[config.mk]
export PLATFORM = sky130hd
export DESIGN_NAME = sdram_addr_fifo
export DESIGN_NICKNAME = d
export VERILOG_FILES = /design/src/rtl/sdram_test_pkg.sv /design/src/rtl/sdram_addr_fifo.sv
export SDC_FILE = /design/constraint.sdc
export NUM_CORES = 1
export LEC_CHECK = 0
export CAP_MARGIN = 20
export CORE_ASPECT_RATIO = 0.75
export CORE_MARGIN = 5
export CORE_UTILIZATION = 53
export DETAILED_ROUTE_END_ITERATION = 10
export GPL_ROUTABILITY_DRIVEN = 0
export HOLD_SLACK_MARGIN = 0.1
export MAX_ROUTING_LAYER = met4
export PLACE_DENSITY = 0.79
export REMOVE_ABC_BUFFERS = 1
export SLEW_MARGIN = 15
export SYNTH_ARGS = -nofsm -noshare
export SYNTH_HDL_FRONTEND = slang
export SYNTH_SLANG_ARGS = --single-unit
[constraint.sdc]
create_clock -name clk -period 4.15 [get_ports clk]
set_input_delay 1.0375 -clock clk [delete_from_list [all_inputs] [get_ports clk]]
set_output_delay 1.0375 -clock clk [all_outputs]
set_load 0.03 [all_outputs]
[src/rtl/sdram_test_pkg.sv]
// Shared definitions for the SDRAM pattern-fill writer and read-back checker.
// Both sides derive the expected word from expected_data so they always agree.
package sdram_test_pkg;

    localparam int ADDR_WIDTH = 25;
    localparam int DATA_WIDTH = 16;

    typedef enum logic [1:0] {
        ST_IDLE  = 2'd0,
        ST_ISSUE = 2'd1,
        ST_DRAIN = 2'd2,
        ST_DONE  = 2'd3
    } chk_state_e;

    // sel=0: fixed pattern; sel=1: the word holds the low 16 bits of its own address
    function automatic logic [DATA_WIDTH-1:0] expected_data(
        input logic [15:0]           addr_lo,
        input logic                  sel,
        input logic [DATA_WIDTH-1:0] pattern
    );
        logic [DATA_WIDTH-1:0] word;
        if (sel) begin
            word = addr_lo;
        end else begin
            word = pattern;
        end
        return word;
    endfunction

endpackage

[src/rtl/sdram_addr_fifo.sv]
// Pending-read address FIFO: holds the address of every read issued but not yet returned.
// Depth must be a power of two so the pointers wrap naturally.
module sdram_addr_fifo
    import sdram_test_pkg::*;
#(
    parameter int Depth = 4,
    parameter int Width = ADDR_WIDTH,
    localparam int PtrW = $clog2(Depth),
    localparam int CntW = PtrW + 1
) (
    input  logic             clk,
    input  logic             rst,
    input  logic             clr,
    input  logic             push,
    input  logic [Width-1:0] push_data,
    input  logic             pop,
    output logic [Width-1:0] head,
    output logic             full,
    output logic             empty,
    output logic [CntW-1:0]  count
);

    logic [Width-1:0] mem_q [Depth];
    logic [Width-1:0] mem_d [Depth];
    logic [PtrW-1:0]  wr_ptr_q, wr_ptr_d;
    logic [PtrW-1:0]  rd_ptr_q, rd_ptr_d;
    logic [CntW-1:0]  count_q, count_d;
    logic             do_push_s, do_pop_s;

    assign full  = (count_q == CntW'(Depth));
    assign empty = (count_q == CntW'(0));
    assign count = count_q;
    assign head  = mem_q[rd_ptr_q];

    // Next-state for storage, pointers and occupancy
    always_comb begin
        mem_d     = mem_q;
        wr_ptr_d  = wr_ptr_q;
        rd_ptr_d  = rd_ptr_q;
        count_d   = count_q;
        do_push_s = push && (!full || pop);
        do_pop_s  = pop && !empty;
        if (clr) begin
            wr_ptr_d = PtrW'(0);
            rd_ptr_d = PtrW'(0);
            count_d  = CntW'(0);
        end else begin
            if (do_push_s) begin
                mem_d[wr_ptr_q] = push_data;
                wr_ptr_d        = wr_ptr_q + PtrW'(1);
            end else begin
                wr_ptr_d = wr_ptr_q;
            end
            if (do_pop_s) begin
                rd_ptr_d = rd_ptr_q + PtrW'(1);
            end else begin
                rd_ptr_d = rd_ptr_q;
            end
            count_d = count_q + CntW'(do_push_s) - CntW'(do_pop_s);
        end
    end

    // Storage carries no reset; only pointers and occupancy define validity
    always_ff @(posedge clk) begin
        mem_q <= mem_d;
        if (rst) begin
            wr_ptr_q <= PtrW'(0);
            rd_ptr_q <= PtrW'(0);
            count_q  <= CntW'(0);
        end else begin
            wr_ptr_q <= wr_ptr_d;
            rd_ptr_q <= rd_ptr_d;
            count_q  <= count_d;
        end
    end

endmodule

======== After elaboration in Yosys (flattened, before gate mapping) ========
Cells that the tools add are included.
storage, ports and cells
  flip-flop bits (word level) ............. 107
  logic and storage cells ................. 33
operators by class
  $add $sub $neg .......................... 4
  bitwise logic cells ..................... 3
  equality and inequality tests ........... 1
  $lt $le $gt $ge ......................... 3
  multiplexer cells ....................... 6
  reduce and logical (&&, ||, !) cells .... 9
operators with widths
  cell                                                 count
  bitwise mux 100 bit                                  1
  2-to-1 mux 25 bit                                    3
  binary-select mux 25 bit (select 2 bit)              1
  demux 25 bit (select 2 bit)                          1
  >= comparator 3 bit (second input constant)          2
  NOT 2 -> 3 bit                                       2
  adder 2 x 1 -> 2 bit (second input constant)         2
  adder 3 x 1 -> 3 bit                                 1
  equality test 3 bit (second input constant)          1
  logical AND 1 bit                                    3
  logical NOT 3 bit                                    1
  < comparator 3 x 1 -> 1 bit (second input constant)  1
  subtractor 3 x 1 -> 3 bit                            1
  logical NOT 1 bit                                    2
  AND reduction 2 bit                                  1
  OR reduction 2 bit                                   1
  logical OR 1 bit                                     1
  NOT 1 bit                                            1

======== Longest topological paths before layout ========
  word-level depth ........................ 6
  depth in mapped cells ................... 10

======== Least setup slack after synthesis ========
OpenSTA, ideal clock, no wires.
  path type ............................... in2reg
  start point ............................. in clr
  end point ............................... reg mem_q[0] (netlist bit) (enable)
  data required time ...................... 3.706 ns
  buffers on the path ..................... 1
  stages on the path ...................... 2
  arrival ................................. 3.103 ns
  slack ................................... 0.604 ns
  cells stage by stage .................... clkbuf_1 -> nor3b_1
between the ends
  cells in the longest elaborated chain, start to end .. 2
ends and longest elaborated chain
  what                           RTL line               source
  from (decl)                    sdram_addr_fifo.sv:13  input logic clr,
  NOT 1 bit (no line)            --
  AND reduction 2 bit (no line)  --
  to (signal assigned)           sdram_addr_fifo.sv:65  mem_q <= mem_d;
  to (decl)                      sdram_addr_fifo.sv:23  logic [Width-1:0] mem_q [Depth];
Every way passes these cells.
A chain may end at the register's enable or synchronous reset.

======== Worst setup path after layout ========
  start point ............................. reg rd_ptr_q[1]
  end point ............................... out head[10]
between the ends
  cells in the longest elaborated chain, start to end .. 4
ends and longest elaborated chain
  what                                                  RTL line               source
  from (decl)                                           sdram_addr_fifo.sv:26  logic [PtrW-1:0] rd_ptr_q, rd_ptr_d;
  from (signal assigned)                                sdram_addr_fifo.sv:68  rd_ptr_q <= PtrW'(0);
  from (signal assigned)                                sdram_addr_fifo.sv:72  rd_ptr_q <= rd_ptr_d;
  NOT 2 -> 3 bit (not written as such)                  sdram_addr_fifo.sv:33  assign head = mem_q[rd_ptr_q];
  binary-select mux 25 bit (select 2 bit)               sdram_addr_fifo.sv:33
  2-to-1 mux 25 bit (not written as such) (2 in a row)  sdram_addr_fifo.sv:33
  to (decl)                                             sdram_addr_fifo.sv:17  output logic [Width-1:0] head,
Every way passes these cells. The select of a mux whose other input is x is not followed.

==> metrics.txt <==
Via Count=1904; most frequent cells in the layout=edfxtp_1, clkdlybuf4s50_1, mux4_2, clkbuf_8; crit path DAT=2.38 ns; CTS Hold Buffers Added=0; Tcrit/Tclk final=82.40%; Comb pwr share=8.8%; vias in the first global route=2038; switch share=20.85%; Die Wd=111.0 um; DRT Pass-1 Iters=4; H-tree depth=3; placed instance count=337; core area=7398 um^2; layout cell share with drive strength beyond 1=21.43%; final hold violation count=0; PostCTS Resize Cnt=0; drt drc=0; I/O Buffers=59; Final ANT Viol Nets=0; Int Power=1.626 mW; synth unique cells=23; synthesized instance count=177; status=finished, final reports clean; fin util=67.97%; Final Max Slew Viols=0; first-pass GRT wire length=11120 um; 1st-iter DRT viols=88; largest net degree at the start of global routing=18; register area share after synthesis=77.51%; Place WS=0.5934 ns; Post-CTS Setup Bufs=0; Sequential Area=3144 um^2; Max Cap Violations=0; Max Clk Rate=292.4 MHz; Post-DP HPWL=4798 um; final setup vio count=0; Area growth syn-to-layout=24.00%; synthesized area per cell=22.91 um^2; Pwr Density=408.5 nW/um^2; RSZ-0062 raised after global routing=false; GRT Total Usage=16.08%; Yosys top cell by area=edfxtp_1; max incr delay on CP=0.79 ns; cell chain of the critical path=buf_4, mux4_2, clkdlybuf4s50_1; Final Net Count=284; Yosys reg bits=107; Antenna Cells=0; skew final=0.009319 ns; relative slew slack=31.51%; clk slew on worst S/H paths=0.09 ns; fin cells=353; multi-input gate area in the final layout=868.3 um^2; CP Launch Type=register; Vert. Die Dim=85.75 um; fin crit period=3.420 ns; TritonCTS clock tree=built; yosys warns=0; Remaining Overflow, GRT=0; Synth area leaders=edfxtp_1, mux4_2, dfxtp_1, ha_1, mux2i_1; CP Max Fanout=14; final wirelength=6915 um; total die area=9519 um^2; drt via density=5.394; Final Power=2.054 mW; root buffer cell=clkbuf_8; CP max stage cell=dfxtp_1; Worst Setup End Kind=output pin; # IOs=60; Final WS setup=0.7304 ns; Synth top area share=74.05%; most common cell after layout, fill and taps aside=edfxtp_1; Rows=27; Psw=428.3 uW; Clk pwr share=32.3%; clk_lat worst skew=0.36 ns; initial antenna violation count=0; TritonCTS buffer count=9; final setup TNS=0 ns; wire per inst=19.59 um; Tightest Pin Transition=1.023 ns; WP data required=3.11 ns; Fill cells=472; Hold Crit Class=register to register; initial core utilization=54.81%; clk sinks=107; part of the power in registers=58.9%; kind of critical path=register to output pin; maximum vdd ir drop=218.3 uV; Syn Std Cell Area=4055 um^2; Max Buffers Root-to-Sink=2; Leak Pwr=1.593 nW
==> flip-flops by register name (all words and copies together) (netlist names) <==
signal,flops
mem_q,100
count,3
rd_ptr_q,2
wr_ptr_q,2
==> power groups by stage <==
stage / logic, mW / registers, mW / clock network [mW]
after CTS: 0.184 / 1.21 / 0.676
after global placement: 0.179 / 1.23 / 0
after floorplan: 0.0842 / 1.24 / 0
after detailed placement: 0.183 / 1.24 / 0
after global routing: 0.192 / 1.21 / 0.726
final: 0.181 / 1.21 / 0.663
==> per-stage QoR <==
| step | hold slack (ns) | instance area [um^2] |
|---|---|---|
| 6_report | 0.5238 | 5029 |
| 5_1_grt | 0.5527 | 5029 |
| 4_1_cts | 0.5178 | 5029 |
| 3_5_place_dp | 0.5043 | 4813 |
| 3_3_place_gp | 0.5101 | 4813 |
| 2_1_floorplan | 0.4709 | 4010 |
==> critical path: cells and delay by family, from the launching register on <==
kind                   cells  cell delay, ns
DFF                        1            0.79
buffers and inverters      2            0.91
muxes                      1            0.32
==> cell usage after synthesis <==
library cell  number
and2_1             2
buf_2              3
buf_4              2
buf_6              1
clkbuf_1           1
dfxtp_1            7
edfxtp_1         100
fa_1               1
ha_1               6
inv_1              4
inv_2              1
mux2i_1            3
mux4_2            25
nand2_1            5
nor2_1             1
nor2b_1            1
nor3_1             4
nor3b_1            4
o311ai_0           1
o41ai_4            1
or3_1              1
xnor2_1            2
xor2_1             1
==> per-layer routing <==
metal / vias up / track usage (%) / part of all wire (%)
met2: 77 / 25.22 / 48
li1: 870 / - / -
met4: 0 / 3.691 / 0.69
met1: 949 / 20.68 / 44
met3: 8 / 5.501 / 7.2
met5: - / - / 0
==> worst paths after layout <==
kind	from	to	slack, ns	cells past startpoint
setup / recovery	rd_ptr_q[1]	head[10]	0.73	3
hold / removal	wr_ptr_q[0]	wr_ptr_q[0]	0.52	2
setup reg to reg	count[2]	count[2]	1.50	10
hold reg to reg	wr_ptr_q[0]	wr_ptr_q[0]	0.52	2
==> logic make-up (layout without fill, tap and decap cells) <==
kind of cell | Yosys count | after routing | share of synthesized area (%)
AOI/OAI and AO/OA | 2 | 2 | 0.8949
xor gates and xnor gates | 3 | 3 | 0.6481
adders and majority gates | 7 | 7 | 2.345
buffers and inverters | 12 | 87 | 1.573
DFF | 107 | 107 | 77.51
muxes | 28 | 28 | 14.63
and+or+nand+nor | 18 | 18 | 2.407
==> cell type report <==
class,instances,area share [%]
Clock inverter,7,1.816
Tap cell,101,2.513
Inverter,5,0.3732
Multi-Input combinational cell,58,17.27
Timing Repair Buffer,66,13.04
Sequential cell,107,62.53
Clock buffer,9,2.463
Note: power is estimated with default switching activity, not from simulation.
